$ cat config.mk
export PLATFORM = sky130hd
export DESIGN_NAME = sreg_receptor
export DESIGN_NICKNAME = d
export VERILOG_FILES = /design/src/rtl/sreg_receptor.sv
export SDC_FILE = /design/constraint.sdc
export NUM_CORES = 1
export LEC_CHECK = 0
export CAP_MARGIN = 15
export CORE_ASPECT_RATIO = 0.9
export CORE_MARGIN = 2
export CORE_UTILIZATION = 45
export DETAILED_ROUTE_END_ITERATION = 6
export DONT_BUFFER_PORTS = 1
export GPL_TIMING_DRIVEN = 0
export SYNTH_ARGS = -nofsm -noshare
export SYNTH_HDL_FRONTEND = slang
export SYNTH_SLANG_ARGS = --single-unit
$ cat constraint.sdc
create_clock -name CLK -period 4.3 [get_ports CLK]
set_input_delay 0.86 -clock CLK [delete_from_list [all_inputs] [get_ports CLK]]
set_output_delay 0.86 -clock CLK [all_outputs]
set_load 0.1 [all_outputs]
$ cat src/rtl/sreg_receptor.sv
// rtl/sreg_receptor.sv - serial-to-parallel frame receiver with valid/ready output
//
// Reassembles WIDTH-bit frames from a one-bit serial stream, sampled on
// ENB cycles, and presents each completed word on a registered valid/ready
// output stage. It never back-pressures the serial link.
//
// Optional feature macro: SREG_RX_PARITY_EN. When defined, each frame is
// followed by one even-parity bit (captured in state PAR) and PERR reports
// the parity check for the word held in Q. When undefined, PERR is 0.
//
// Ports:
//   CLK      in   clock, rising edge
//   RST_L    in   synchronous active-low reset
//   ENB      in   bit strobe; low freezes all frame state
//   START    in   first bit of a frame (with ENB); aborts any frame in progress
//   DIR      in   bit order, latched with START: 0 MSB first, 1 LSB first
//   S_IN     in   serial data
//   READY    in   consumer accepts Q while VALID
//   Q        out  received word
//   VALID    out  Q holds an unconsumed word
//   BUSY     out  frame in progress
//   OVERRUN  out  sticky: a completed word was dropped
//   PERR     out  parity error flag for the word in Q
module sreg_receptor #(
  parameter int WIDTH = 4
) (
  input  logic             CLK,
  input  logic             RST_L,
  input  logic             ENB,
  input  logic             START,
  input  logic             DIR,
  input  logic             S_IN,
  input  logic             READY,
  output logic [WIDTH-1:0] Q,
  output logic             VALID,
  output logic             BUSY,
  output logic             OVERRUN,
  output logic             PERR
);

  localparam logic [1:0] ST_IDLE  = 2'd0;
  localparam logic [1:0] ST_SHIFT = 2'd1;
`ifdef SREG_RX_PARITY_EN
  localparam logic [1:0] ST_PAR   = 2'd2;
`endif

  // Count of captured data bits; 5 bits covers WIDTH up to 16.
  localparam logic [4:0] CNT_LAST = 5'(WIDTH);

  logic [1:0]       state;
  logic [4:0]       cnt;
  logic [WIDTH-1:0] sh;
  logic             dir_r;

  logic [WIDTH-1:0] sh_next;
  logic [WIDTH-1:0] word;
  logic             word_perr;
  logic             done;
  logic             last_bit;

  // Completion is decoded from current state and this cycle's inputs so the
  // output stage can load on the very edge that captures the last bit.
  always_comb begin
    sh_next   = dir_r ? {S_IN, sh[WIDTH-1:1]} : {sh[WIDTH-2:0], S_IN};
    last_bit  = (state == ST_SHIFT) && ((cnt + 5'd1) == CNT_LAST);
    done      = 1'b0;
    word      = sh_next;
    word_perr = 1'b0;
    // START always wins: an aborted frame never delivers.
    if (ENB && !START) begin
`ifdef SREG_RX_PARITY_EN
      if (state == ST_PAR) begin
        done      = 1'b1;
        word      = sh;
        word_perr = (^sh) ^ S_IN;
      end
`else
      done = last_bit;
`endif
    end
  end

  always_ff @(posedge CLK) begin
    if (!RST_L) begin
      state   <= ST_IDLE;
      cnt     <= 5'd0;
      sh      <= '0;
      dir_r   <= 1'b0;
      Q       <= '0;
      VALID   <= 1'b0;
      OVERRUN <= 1'b0;
      PERR    <= 1'b0;
    end else begin
      // Frame assembly
      if (ENB) begin
        if (START) begin
          // Clear the rest of the register so a restarted frame carries no
          // leftovers from the aborted one.
          dir_r <= DIR;
          cnt   <= 5'd1;
          state <= ST_SHIFT;
          sh    <= DIR ? {S_IN, {(WIDTH-1){1'b0}}} : {{(WIDTH-1){1'b0}}, S_IN};
        end else begin
          case (state)
            ST_SHIFT: begin
              sh <= sh_next;
              if (last_bit) begin
                cnt <= 5'd0;
`ifdef SREG_RX_PARITY_EN
                state <= ST_PAR;
`else
                state <= ST_IDLE;
`endif
              end else begin
                cnt <= cnt + 5'd1;
              end
            end
`ifdef SREG_RX_PARITY_EN
            ST_PAR: state <= ST_IDLE;
`endif
            default: ;
          endcase
        end
      end

      // Output stage: a full, unconsumed slot drops the new word.
      if (done) begin
        if (!VALID || READY) begin
          Q     <= word;
          VALID <= 1'b1;
          PERR  <= word_perr;
        end else begin
          OVERRUN <= 1'b1;
        end
      end else if (VALID && READY) begin
        VALID <= 1'b0;
      end
    end
  end

  assign BUSY = (state != ST_IDLE);

endmodule
* Yosys cells after proc, flatten, opt, wreduce, memory -nomap -nowiden
Index checks and enable logic that the tools add are counted.
Word-level totals: register bits after elaboration 18, output and inout port bits 8, word-level logic and storage cells 42
Cells by class: $add $sub $neg 1, equal/unequal tests 3, multiplexer cells 14, bitwise gates (word level) 1, reduce and logical (&&, ||, !) cells 16
Operators with widths (count):
- 4-bit two-way mux | 4
- 5-bit two-way mux | 3
- 2-bit AND reduction | 5
- 2-bit nonzero test | 4
- 2-bit two-way mux | 3
- 5-bit by 1-bit adder with 5-bit output (second input constant) | 1
- 5-bit by 3-bit == test with 1-bit output (second input constant) | 1
- 1-bit two-way mux | 4
- 1-bit logical AND | 3
- 3-bit AND reduction | 1
- 2-bit by 1-bit == test with 1-bit output (second input constant) | 1
- 1-bit zero test | 2
- 2-bit by 1-bit inequality test with 1-bit output (second input constant) | 1
- 1-bit logical OR | 1
- 1-bit inverter | 1

* Depth between registers and ports, before layout
Gate-level depths: netlist of run 1.
depth in word-level cells 6, depth in mapped cells 6, depth with buffers taken out 5

* Worst setup path before layout of run 1
No wires, ideal clock.
path kind register to register, start point register state[0], end point register Q[1], arrival time 1.812 ns, data required time 4.228 ns, setup slack 2.416 ns, cell stages (with the launch flop) 6, buffers on the path 1, clock period less this slack 1.884 ns, cells stage by stage dfxtp_1 -> nand2_1 -> nor3_1 -> and2_1 -> buf_6 -> mux2i_1
Between the ends: cells in the longest elaborated chain, start to end 4
RTL lines:
- start, declared | line 50 | logic [1:0] state;
- start signal, assigned | line 85 | state <= ST_IDLE;
- start signal, assigned | line 101 | state <= ST_SHIFT;
- start signal, assigned | line 112 | state <= ST_IDLE;
- 2-bit by 1-bit == test with 1-bit output | line 65 | last_bit = (state == ST_SHIFT) && ((cnt + 5'd1) == CNT_LAST);
- 1-bit logical AND | line 65
- 1-bit two-way mux | line 70 | if (ENB && !START) begin
- 2-bit AND reduction (no source line)
- end signal, assigned | line 129 | Q <= word;
- end, declared | line 34 | output logic [WIDTH-1:0] Q,
Every way passes these cells. A chain may end at the register's enable or synchronous reset.

* Worst setup path in the final report of run 1
start point register state[0], end point output port BUSY
Between the ends: cells in the longest elaborated chain, start to end 1
RTL lines:
- 2-bit nonzero test | line 141 | assign BUSY = (state != ST_IDLE);
- end, declared | line 36 | output logic BUSY,
Every way passes these cells.

==> results.yml, run 1 <==
placed_design:
  dp_slack_ns: 2.25
  placed_area_um2: 957
  gp_congestion: 0.814
  dp_hpwl_um: 1460
  port_buffers: 0
clock_tree:
  clockRootBuffer: "clkbuf_4"
  clock-sinks: 17
  insertion_delay_ns: 0.29
  tritoncts: "built"
  cts-resized-gates: 0
  htree_levels: 1
  cts-buffers-inserted: 3
  clockBufferDepth: 2
  hold_buffers: 0
  cts_setup_buffers: 0
  path_clk_slew_ns: 0.11
sta:
  rsz0062_at_grt: "no"
  finalSetupTns_ns: 0
  setup_viol: 0
  fin_crit_ns: 2.18
  final_max_slew_viol_count: 0
  holdWs_ns: 0.582
  setup_slack_ns: 2.12
  max_slew_margin_pct: 31.2
  worstMarginPinSlew_ns: 1.03
  period_share_pct: 50.6
  fin_skew_ns: 0.00495
  hold_viol_final: 0
  fmax_mhz: 460
grt:
  grt_max_degree: 11
  grt_pass1_vias: 705
  grt_pass1_wl_um: 3080
  track_usage_pct: 17.3
  antenna_found_initial: 0
  grt_overflow: 0
drt:
  first_iter_violations: 9
  drc: 0
  antenna_left: 0
  route.vias.total: 768
  wl_um: 1940
  wire_per_inst_um: 14.7
  dr.pass1.iters: 4
  via_per_inst: 5.82
critical_path:
  worstPathMaxFanout: 5
  end_kind: "output pin"
  path_class: "reg -> out"
  startpoint_type: "flip-flop"
  cp_data_required_time_ns: 3.44
  cp_data_arrival_time_ns: 1.32
floorplan:
  die_w_um: 51.8
  core-area_um2: 1930
  die-area_um2: 2440
  io_pins: 15
  initial_utilization_pct: 47.9
  num_rows: 15
  die_y_um: 47.0
yosys:
  synth_top_area_share_pct: 36.8
  synthTopCellsByCount: "dfxtp_1, nor2b_1, nand2_1"
  yosys.cell_count.top_type: "dfxtp_1"
  yosysTopAreaCell: "dfxtp_1"
  syn-cell-area_um2: 926
  ys_async_sr_fraction_pct: 0
  syn_inst: 103
  synth_edf_count: 0
  ys_ff_latch: 17
  avgSynthCellArea_um2: 8.99
  synthesis.nets: 112
  synth.distinct_cells: 36
  synth-main-ff-cell: "dfxtp_1"
  synth_seq_area_share_pct: 36.8
  synth.area.top_cells: "dfxtp_1, mux2i_1, nor2b_1"
  ys_warn_count: 0
finish:
  area.growth.synth_to_final_pct: 6.35
  layout.nets: 117
  drive_above_1_share_pct: 12.1
  nFillCells: 197
  finalInstanceArea_um2: 985
  diodes: 0
pwr:
  leakage_nw: 0.405
  p_per_area_nw_per_um2: 290
  power_mw: 0.285
  peakVddDrop_uv: 203
run_status:
  outcome: "finished, final reports clean"
job:
  drv_cap: 0
min_path:
  hp-class: "reg -> reg"
==> logic make-up (layout without fill, tap and decap cells) <==
family	Yosys count	in the layout	share of synthesized area [%]
other cells	1	1	0.405
simple gates	38	38	23.9
buf+inv	9	13	5.00
fa+ha+maj	2	2	2.70
compound gates	28	28	22.4
flops	17	17	36.8
xor+xnor	1	1	0.946
mux	7	7	7.84
==> per-layer routing <==
layer  routed length (um)  GRT usage (%)  part of all wire (%)
met5                    0              0                     0
met2                  921           29.7                    48
met3                   71           3.82                   3.7
met4                   32           8.42                   1.7
met1                  909           20.9                    47
==> worst paths after layout <==
kind | start | slack, ns | cells after the start | end
max | state[0] | 2.12 | 0 | BUSY
min | sh[0] | 0.58 | 2 | sh[0]
max reg2reg | state[0] | 2.23 | 5 | Q[2]
min reg2reg | sh[0] | 0.58 | 2 | sh[0]
==> per-stage QoR <==
stage / cells / utilization, %
6_report: 132 / 50.9
5_1_grt: 132 / 50.9
4_1_cts: 132 / 50.9
3_5_place_dp: 128 / 49.5
3_3_place_gp: 128 / 49.5
2_1_floorplan: 103 / -
==> power by group <==
group | switching, mW | leakage (nW) | internal, mW
Combinational | 0.0186 | 0.249 | 0.00997
Sequential | 0.00767 | 0.138 | 0.161
Clock | 0.0535 | 0.0177 | 0.0346
Total | 0.0798 | 0.405 | 0.205
==> registers in the layout, summed over array words and instances (netlist names) <==
register  cells
OVERRUN       1
Q             4
VALID         1
cnt           5
dir_r         1
sh            4
state         1
==> layout by cell type, fill, tap and decap left out, drive strengths merged, types with 2 or more instances in the layout <==
cell	instances
nand4	2
o2bb2ai	3
ha	2
nor2b	8
and2	4
nand3	6
clkbuf	8
mux2i	5
dfxtp	17
a21boi	2
o21ai	6
nand3b	2
nand2b	3
o211a	4
a31oi	2
nor2	2
buf	3
nand2	7
mux2	2
a21oi	4
==> layout make-up <==
| class | count | area [um^2] | area share [%] |
|---|---|---|---|
| tap | 25 | 31.3 | 3.18 |
| clock inverter | 1 | 5.00 | 0.508 |
| clock buffer | 3 | 22.5 | 2.29 |
| multi-input combinational | 77 | 539 | 54.8 |
| inverter | 1 | 3.75 | 0.381 |
| buffer | 8 | 42.5 | 4.32 |
| sequential | 17 | 340 | 34.6 |
No activity file was read; power rests on OpenSTA's default activity.
==> run 2: changes to the inputs <==
Clock period 4.3 ns to 1.9 ns, I/O delays scaled along.
==> results.yml, run 2 (same netlist as run 1, synthesis figures left out) <==
run_status:
  outcome: "finished, final reports clean"
pwr:
  clock_power_share_pct: 30.8
  swShare_pct: 27.8
  peakVddDrop_uv: 458
  leakage_nw: 0.405
  internal_power_mw: 0.465
  p_switching_mw: 0.179
  p_per_area_nw_per_um2: 653
  p_seq_share_pct: 59.2
  pwr-share-comb_pct: 10.0
clock_tree:
  cts-resized-gates: 2
  clock-sinks: 17
  insertion_delay_ns: 0.29
  clockRootBuffer: "clkbuf_4"
  path_clk_slew_ns: 0.10
  hold_buffers: 0
  clockBufferDepth: 2
  htree_levels: 1
  cts_setup_buffers: 0
  tritoncts: "built"
  cts-buffers-inserted: 3
min_path:
  hp-start: "DIR"
  hp-class: "in -> reg"
placed_design:
  dp_hpwl_um: 1460
  port_buffers: 0
  gp_congestion: 0.814
  dp.cells: 128
finish:
  layout_common_cells: "dfxtp_1, nor2b_1, nand2_1"
  drive_above_1_share_pct: 14.0
  largest_reg_flops: 5
  stdcell_count: 132
  diodes: 0
  layout.nets: 117
  top_regs: "cnt x5, Q x4, sh x4"
  final_common_cell: "dfxtp_1"
  top_register: "cnt"
  area.growth.synth_to_final_pct: 6.62
  final_core_util_pct: 51.1
grt:
  grt_overflow: 0
  grt_pass1_wl_um: 3080
  track_usage_pct: 17.3
  grt_pass1_vias: 705
  antenna_found_initial: 0
  grt_max_degree: 11
floorplan:
  die_y_um: 47.0
  die-area_um2: 2440
  core-area_um2: 1930
  num_rows: 15
  io_pins: 15
  die_w_um: 51.8
  initial_utilization_pct: 47.9
critical_path:
  end_kind: "flip-flop"
  startpoint_type: "flip-flop"
  r2r_start: "cnt[0]"
  cp_data_required_time_ns: 2.12
  worstSetupStartpoint: "cnt[0]"
  cp_data_arrival_time_ns: 1.97
  path_class: "reg -> reg"
  worstPathMaxFanout: 8
sta:
  final_max_slew_viol_count: 0
  period_share_pct: 91.7
  hold_viol_final: 0
  fin_crit_ns: 1.74
  fin_skew_ns: 0.00424
  rsz0062_at_grt: "no"
  max_slew_margin_pct: 35.2
  fmax_mhz: 574
  worstMarginPinSlew_ns: 0.971
  setup_viol: 0
drt:
  via_per_inst: 5.81
  wire_per_inst_um: 14.7
  first_iter_violations: 9
  antenna_left: 0
  wl_um: 1940
  drc: 0
  route.vias.total: 767
  dr.pass1.iters: 4
job:
  drv_cap: 0
-- run 2: power by group through the flow --
stage | sequential (mW) | clock (mW) | combinational, mW
global route | 0.383 | 0.223 | 0.0722
floorplan | 0.387 | 0 | 0.0532
CTS | 0.382 | 0.202 | 0.0647
finish | 0.381 | 0.198 | 0.0646
global placement | 0.389 | 0 | 0.0637
detailed placement | 0.389 | 0 | 0.0646
-- run 2: critical path, stage by stage (launching register included) --
cell      delay [ns]
dfxtp_1         0.48
ha_1            0.28
nor3b_2         0.21
o2111a_2        0.27
and2_1          0.14
buf_6           0.11
mux2i_1         0.17
-- run 2: routing by layer --
metal,up-vias,track usage (%),part of all wire (%)
met5,-,0,0
met4,0,8.42,1.2
met3,4,3.82,3.9
met2,16,29.7,48
met1,366,20.9,47
li1,381,-,-
-- run 2: final cells by class --
type | instances | area, um^2
buffer | 8 | 42.5
clock buffer | 3 | 22.5
clock inverter | 1 | 5.00
fill | 197 | 946
inverter | 1 | 3.75
multi-input combinational | 77 | 539
sequential | 17 | 343
tap | 25 | 31.3
-- run 2: worst paths after layout --
check / endpoint / cells after the start / slack (ns)
hold / removal: dir_r / 2 / 0.25
setup reg to reg: Q[2] / 6 / 0.16
hold reg to reg: sh[0] / 2 / 0.58
setup / recovery: Q[2] / 6 / 0.16
-- run 2: per-stage QoR --
stage               setup TNS [ns]  hold WS (ns)  instance area [um^2]  power [mW]  worst slack (ns)
floorplan                        0         0.522                   926       0.440            0.0161
global placement            -0.585         0.550                   957       0.453            -0.146
detailed placement          -0.567         0.560                   957       0.454            -0.153
CTS                              0         0.248                   987       0.649             0.139
global route                     0         0.251                   987       0.678            0.0178
finish                           0         0.247                   987       0.644             0.157
==> run 3: changes to the inputs <==
Settings changed: CORE_ASPECT_RATIO 0.9 to 0.7, PLACE_DENSITY from default to 0.65.
==> results.yml, run 3 (same netlist as run 1, synthesis figures left out) <==
run_status:
  outcome: "finished, final reports clean"
floorplan:
  die_w_um: 58.2
  num_rows: 13
  die_y_um: 42.0
  initial_utilization_pct: 48.7
  die-area_um2: 2440
  core-area_um2: 1900
  io_pins: 15
sta:
  setup_slack_ns: 0.172
  final_max_slew_viol_count: 0
  fmax_mhz: 579
  fin_crit_ns: 1.73
  setup_viol: 0
  rsz0062_at_grt: "no"
  period_share_pct: 91.0
  hold_viol_final: 0
  finalSetupTns_ns: 0
  max_slew_margin_pct: 34.7
  fin_skew_ns: 0.00218
  worstMarginPinSlew_ns: 0.978
placed_design:
  dp_hpwl_um: 1450
  port_buffers: 0
  dp_slack_ns: -0.150
  gp_congestion: 0.759
critical_path:
  cp_data_required_time_ns: 2.13
  end_kind: "flip-flop"
  worstPathMaxFanout: 8
  cp_data_arrival_time_ns: 1.96
  path_class: "reg -> reg"
  startpoint_type: "flip-flop"
finish:
  largest_reg_flops: 5
  layout_common_cells: "dfxtp_1, nor2b_1, nand2_1"
  final_common_cell: "dfxtp_1"
  layout.nets: 117
  top_regs: "cnt x5, Q x4, sh x4"
  area.growth.synth_to_final_pct: 6.35
  drive_above_1_share_pct: 13.1
  diodes: 0
  nFillCells: 185
  top_register: "cnt"
clock_tree:
  path_clk_slew_ns: 0.10
  insertion_delay_ns: 0.29
  clock-sinks: 17
  htree_levels: 1
  clockRootBuffer: "clkbuf_4"
  tritoncts: "built"
  cts-buffers-inserted: 3
  clockBufferDepth: 2
drt:
  wire_per_inst_um: 14.8
  via_per_inst: 5.91
  antenna_left: 0
  drc: 0
  wl_um: 1910
  route.vias.total: 763
  dr.pass1.iters: 4
  first_iter_violations: 47
job:
  drv_cap: 0
grt:
  grt_pass1_wl_um: 3390
  grt_pass1_vias: 734
  track_usage_pct: 18.4
  grt_overflow: 0
  antenna_found_initial: 0
  grt_max_degree: 11
pwr:
  p_per_area_nw_per_um2: 655
  leakage_nw: 0.403
  peakVddDrop_uv: 372
min_path:
  hp-class: "in -> reg"
run 3: final timing paths:
| check | startpoint | endpoint | slack (ns) | depth (start not counted) |
|---|---|---|---|---|
| setup reg to reg | cnt[0] | Q[2] | 0.17 | 6 |
| hold / removal | DIR | dir_r | 0.25 | 2 |
| setup / recovery | cnt[0] | Q[2] | 0.17 | 6 |
| hold reg to reg | sh[0] | sh[0] | 0.59 | 2 |
run 3: final cells by class:
type	instances	area (um^2)	share of cell area [%]
clock buffer	4	26.3	2.67
tap	22	27.5	2.80
inverter	1	3.75	0.381
buffer	8	42.5	4.32
sequential	17	345	35.1
multi-input combinational	77	539	54.8
run 3: power breakdown:
group / total (mW) / switching (mW) / internal, mW
combinational: 0.0647 / 0.0423 / 0.0224
clock: 0.200 / 0.118 / 0.0818
sequential: 0.381 / 0.0175 / 0.363
total: 0.645 / 0.178 / 0.468
run 3: per-stage QoR:
step           instance area [um^2]  std cells  utilization [%]  hold WS (ns)  power (mW)
5_1_grt                         985        129             51.7         0.264       0.672
4_1_cts                         982        129             51.6         0.246       0.648
3_5_place_dp                    953        125             50.1         0.563       0.454
3_3_place_gp                    953        125             50.1         0.551       0.453
2_1_floorplan                   926        103                -         0.522       0.440
6_report                        985        129             51.7         0.248       0.645
run 3: what timing repair did:
action | 4_1_cts | 5_1_grt
gates resized for setup | 2 | 1
setup endpoints to repair | 9 | 1
hold buffers | 0 | 0
buffers inserted | 0 | 0
run 3: routing by layer:
metal	part of all wire [%]	global-route usage (%)	vias to the layer above
li1	-	-	380
met1	50	26.4	356
met2	41	26.1	22
met3	7.3	6.54	5
met4	1.3	4.19	0
met5	0	0	-
run 3: critical path: stages (launching register included):
cell	delay (ns)
dfxtp_1	0.47
ha_1	0.26
nor3b_2	0.22
o2111a_2	0.28
and2_1	0.15
buf_6	0.12
mux2i_1	0.16
